### src/rtl/mem_access_stage.sv
// MEM stage: drives the req/ack data-memory bus, stalls upstream while an access is pending,
// and registers results into MEM/WB. Optional macro MISALIGN_TRAP_EN traps unaligned accesses.
module mem_access_stage #(
    parameter int TIMEOUT_CYCLES = 16,
    parameter int CNT_W          = 5
) (
    input  logic        clk,
    input  logic        rst_n,
    input  logic [31:0] res_mem,
    input  logic [31:0] write_data_mem,
    input  logic [4:0]  write_register_mem,
    input  logic [2:0]  m_mem,
    input  logic [1:0]  wb_mem,
    input  logic        zero_mem,
    output logic        dmem_req,
    output logic        dmem_we,
    output logic [31:0] dmem_addr,
    output logic [31:0] dmem_wdata,
    input  logic        dmem_ack,
    input  logic [31:0] dmem_rdata,
    output logic        stall_mem,
    output logic        pc_src,
    output logic [31:0] read_data_wb,
    output logic [31:0] alu_res_wb,
    output logic [4:0]  write_register_wb,
    output logic [1:0]  wb_WB,
    output logic [31:0] write_data_reg,
    output logic        bus_err
`ifdef MISALIGN_TRAP_EN
    ,
    output logic        misalign_exc
`endif
);

    // state  | meaning
    // IDLE   | no access outstanding; zero-wait completions finish here
    // WAIT   | request held, counting toward timeout
    localparam logic [0:0] ST_IDLE = 1'b0;
    localparam logic [0:0] ST_WAIT = 1'b1;

    localparam logic [CNT_W-1:0] CNT_LAST = CNT_W'(TIMEOUT_CYCLES - 1);
    localparam logic [CNT_W-1:0] CNT_ONE  = CNT_W'(1);

    logic [0:0]       state;
    logic [CNT_W-1:0] cnt;
    logic             access_req;
    logic             misalign;
    logic             bus_access;
    logic             timeout_hit;
    logic             req_c;
    logic             stall_c;

    assign access_req = m_mem[1] | m_mem[0];

`ifdef MISALIGN_TRAP_EN
    assign misalign     = access_req && (res_mem[1:0] != 2'b00) && (state == ST_IDLE);
    assign misalign_exc = misalign & rst_n;
`else
    logic unused_lsb;
    assign misalign   = 1'b0;
    assign unused_lsb = ^res_mem[1:0];
`endif

    assign bus_access  = access_req & ~misalign;
    // cnt counts request cycles already spent, so the IDLE issue cycle is cycle 0
    assign timeout_hit = (state == ST_WAIT) && !dmem_ack && (cnt == CNT_LAST);

    always_comb begin
        req_c   = 1'b0;
        stall_c = 1'b0;
        case (state)
            ST_IDLE: begin
                req_c   = bus_access;
                stall_c = bus_access & ~dmem_ack;
            end
            ST_WAIT: begin
                req_c   = 1'b1;
                stall_c = ~dmem_ack & ~timeout_hit;
            end
            default: begin
                req_c   = 1'b0;
                stall_c = 1'b0;
            end
        endcase
    end

    // Combinational outputs are forced low while reset is held so a mid-access reset drops them at once
    assign dmem_req   = req_c & rst_n;
    assign stall_mem  = stall_c & rst_n;
    assign dmem_we    = m_mem[0] & dmem_req;
    assign dmem_addr  = {res_mem[31:2], 2'b00};
    assign dmem_wdata = write_data_mem;
    assign pc_src     = m_mem[2] & zero_mem;

    assign write_data_reg = wb_WB[0] ? read_data_wb : alu_res_wb;

    always_ff @(posedge clk or negedge rst_n) begin
        if (!rst_n) begin
            state             <= ST_IDLE;
            cnt               <= '0;
            read_data_wb      <= '0;
            alu_res_wb        <= '0;
            write_register_wb <= '0;
            wb_WB             <= '0;
            bus_err           <= 1'b0;
        end else begin
            case (state)
                ST_IDLE: begin
                    cnt <= '0;
                    if (!access_req) begin
                        alu_res_wb        <= res_mem;
                        write_register_wb <= write_register_mem;
                        wb_WB             <= wb_mem;
                    end else if (misalign) begin
                        wb_WB <= 2'b00;
                    end else if (dmem_ack) begin
                        alu_res_wb        <= res_mem;
                        write_register_wb <= write_register_mem;
                        wb_WB             <= wb_mem;
                        read_data_wb      <= dmem_rdata;
                    end else begin
                        wb_WB <= 2'b00;
                        cnt   <= CNT_ONE;
                        state <= ST_WAIT;
                    end
                end
                ST_WAIT: begin
                    if (dmem_ack) begin
                        alu_res_wb        <= res_mem;
                        write_register_wb <= write_register_mem;
                        wb_WB             <= wb_mem;
                        read_data_wb      <= dmem_rdata;
                        cnt               <= '0;
                        state             <= ST_IDLE;
                    end else if (timeout_hit) begin
                        wb_WB   <= 2'b00;
                        bus_err <= 1'b1;
                        cnt     <= '0;
                        state   <= ST_IDLE;
                    end else begin
                        wb_WB <= 2'b00;
                        cnt   <= cnt + CNT_ONE;
                    end
                end
                default: begin
                    state <= ST_IDLE;
                    cnt   <= '0;
                end
            endcase
        end
    end

endmodule

### config.mk
export PLATFORM = sky130hd
export DESIGN_NAME = mem_access_stage
export DESIGN_NICKNAME = d
export VERILOG_FILES = /design/src/rtl/mem_access_stage.sv
export SDC_FILE = /design/constraint.sdc
export NUM_CORES = 1
export LEC_CHECK = 0
export CORE_UTILIZATION = 30
export CTS_CLUSTER_SIZE = 40
export DETAILED_ROUTE_END_ITERATION = 6
export PLACE_DENSITY_LB_ADDON = 0.12
export SKIP_CTS_REPAIR_TIMING = 1
export SYNTH_ARGS = -nofsm -noshare
export SYNTH_HDL_FRONTEND = slang
export SYNTH_SLANG_ARGS = --single-unit
### constraint.sdc
create_clock -name clk -period 1.8 [get_ports clk]
set_clock_uncertainty 0.2 [all_clocks]
set_input_delay 0.18 -clock clk [delete_from_list [all_inputs] [get_ports clk]]
set_output_delay 0.18 -clock clk [all_outputs]
set_load 0.05 [all_outputs]
==> results.txt <==
----------------------------------------------------
[Layout]
  Design area ... 6640 µm²
  Share of final-layout standard cells stronger than drive strength 1 ... between 60% and 70%
  # nets final ... 560
  Total of fill cells in the finished design ... 1076
  Post-synthesis to final-layout area growth ... 66.9%
  Post-route non-filler standard cell count ... 626
  Count of inserted antenna diode cells ... 0

[Floorplan]
  Die extent in y ... 117 µm
  I/O pin count ... 282
  Die Width ... between 100 and 150 µm
  Total core area ... 12800 µm²
  Num rows ... 41
  Die area ... 13700 µm²
  Initial Util ... 31.1%

[STA]
  Transition time of the tightest slew-check pin ... 0.573 ns
  Min setup slack post-route ... -0.104 ns
  Worst hold margin ... 0.160 ns
  Fin crit share ... 106%
  Final-report hold violation count ... 0
  Setup repair after global routing missed its margin ... true
  Tightest slew margin relative to the limit ... 61.7%
  Setup TNS ... -0.761 ns
  Max Clk Rate ... 525 MHz
  Crit path time final ... between 1.5 and 2 ns
  Number of failing setup endpoints in the final timing report ... 30
  Number of max-slew violations in the final report ... 0

[Detailed routing]
  Detailed Routing Iterations Pass 1 ... 4
  Number of antenna-violating nets in the routed design ... 0
  Wire length per cell ... 16.8 µm
  Wirelength, routed ... 10500 µm
  Count of unresolved DRC violations after routing ... 0
  Avg Vias per Cell ... between 4 and 5
  Number of vias after detailed routing ... 2733
  Number of design-rule violations left by the first detailed-router iteration ... 76

[Power]
  Max VDD drop ... between 0.4 and 0.5 mV
  Total leakage power ... 0.00310 µW
  Power per Cell Area ... around 1100 nW/µm²
  Total power draw ... 7060 µW

[Placement]
  Placed cells ... 607
  Final GP Congestion ... just under 0.7
  Port Buffer Count ... 215
  Area after detailed placement ... 6050 µm²
  Final HPWL from detailed placement ... 7810 µm

[Worst hold path]
  Type of the most critical hold path ... input pin to output pin
  Hold path start ... write_data_mem[23]

[GRT]
  Total routing usage reported by global routing ... 14.9%
  Sum of overflow across all layers after global routing ... 0
  Via count of the first global-routing pass ... 2835
  Largest net degree at the start of global routing ... 35
  Number of antenna violations at the first check in global routing ... 0
  Global-route wire length before repair ... 15100 µm

[Setup path]
  CP Launch Type ... flip-flop
  Critical Path Sink Type ... output pin
  Critical path origin ... cnt[0]
  Critical R2R Launch ... state
  Max FO, Critical Path ... 3
  CP arrival ... 1.52 ns
  Worst endpoint required time ... 1.42 ns
  Type of the worst setup path ... flip-flop to output pin

[Clock tree]
  Insertion delay of the later-clocked pin in the worst-skew pair ... 0.33 ns
  H-tree levels ... 3
  Num CTS Buffers ... 9
  Root Driver ... clkbuf_16
  Clock tree from TritonCTS ... done
  Clock sink count ... between 70 and 80
  Clock-pin slew on the worst setup and hold paths ... ~0.06 ns
  CTS Buffer Depth ... 2

[Synth]
  Number of storage elements in the synthesis netlist ... between 70 and 80
  Number of different library cells in the post-synthesis netlist ... 26
  Syn Std Cell Area ... roughly 4000 µm²
  Synthesized instance count ... between 200 and 300
  Avg Synthesized Cell Area ... 14.1 µm²
  Sequential share of the synthesized area ... 49.1%
  Yosys warning count ... 0

[Flow run]
  Maximum capacitance violations ... 0

[Run status]
  Run status ... finished with violations
  Failing checks ... negative setup slack

----------------------------------------------------
critical path, cell delays in order, from the launching register on:
cell and delay, ns:
dfrtp_1 0.42, ha_4 0.17, nand4b_1 0.15, nand2_2 0.10
a21boi_4 0.19, buf_12 0.15
cell usage after synthesis, drive strengths merged:
master / instances / area (µm²)
and2: 2 / 12.5
o21bai: 1 / 7.51
xor2: 1 / 8.76
ha: 1 / 12.5
a21boi: 1 / 7.51
a31oi: 1 / 6.26
xnor2: 1 / 8.76
o21ai: 2 / 10.0
nand2b: 2 / 12.5
clkbuf: 1 / 3.75
buf: 75 / 569
nor3: 1 / 10.0
and3: 1 / 6.26
and2b: 1 / 7.51
nor2: 4 / 15.0
nand3: 1 / 5.00
nand4b: 1 / 8.76
dfrtp: 78 / 1950
mux2: 101 / 1280
nor2b: 3 / 18.8
conb: 1 / 3.75
nand2: 3 / 11.3
worst paths after layout:
check	to	depth (start not counted)	slack [ns]
max	stall_mem	5	-0.10
min	dmem_wdata[23]	0	0.16
max reg2reg	alu_res_wb[15]	5	0.15
min reg2reg	bus_err	1	0.29
max in group asynchronous	alu_res_wb[13]	3	0.33
min in group asynchronous	read_data_wb[31]	2	0.20
layout by cell type, fill, tap and decap left out, drive strengths merged, types with 2 or more instances in the layout:
| master | count |
|---|---|
| and2 | 2 |
| buf | 153 |
| bufinv | 2 |
| clkbuf | 9 |
| clkdlybuf4s50 | 76 |
| clkinv | 5 |
| conb | 2 |
| dfrtp | 78 |
| mux2 | 101 |
| nand2 | 3 |
| nand2b | 2 |
| nor2 | 4 |
| nor2b | 3 |
| o21ai | 2 |
final cells by class:
| cell class | instances | area [µm²] | share of cell area (%) |
|---|---|---|---|
| clock buffers | 9 | 225 | 3.39 |
| flip-flops and latches | 78 | 1950 | 29.4 |
| multi-input cells | 130 | 1610 | 24.2 |
| repair buffers | 230 | 2550 | 38.4 |
| clock inverters | 7 | 88.8 | 1.34 |
| well taps | 172 | 215 | 3.24 |
registers in the layout, indices dropped and copies added, names as in the netlist:
name               flops
wb_WB                  2
state                  1
read_data_wb          32
cnt                    5
bus_err                1
alu_res_wb            32
write_register_wb      5
kinds of logic (layout without fill, tap and decap cells):
| group | after synthesis | count (layout) | share of synthesized area [%] |
|---|---|---|---|
| muxes | 101 | 101 | 32.2 |
| DFF | 78 | 78 | 49.1 |
| buffers and inverters | 76 | 246 | 14.4 |
| and+or+nand+nor | 19 | 19 | 2.71 |
| AOI/OAI and AO/OA | 5 | 5 | 0.787 |
| xor gates and xnor gates | 2 | 2 | 0.440 |
| adders and majority gates | 1 | 1 | 0.315 |
| other | 1 | 2 | 0.0943 |
through the flow:
stage	util, %	setup WS (ns)
2_1_floorplan	-	0.0174
4_1_cts	49.8	-0.219
6_report	52.0	-0.104
5_1_grt	52.0	-0.171
3_5_place_dp	47.3	-0.136
3_3_place_gp	47.3	-0.107
where the power goes:
group | internal (µW) | total [µW] | switching (µW)
combinational | 1240 | 3000 | 1750
clock | 1210 | 1920 | 718
sequential | 1960 | 2150 | 182
total | 4410 | 7060 | 2650
layer usage:
layer	GRT usage [%]	up-vias	wire, µm
li1	-	1234	-
met1	16.6	1329	4140
met3	4.48	32	852
met4	7.34	0	215
met2	26.0	138	5270
met5	0	-	0
(Power assumes the default switching activity.)
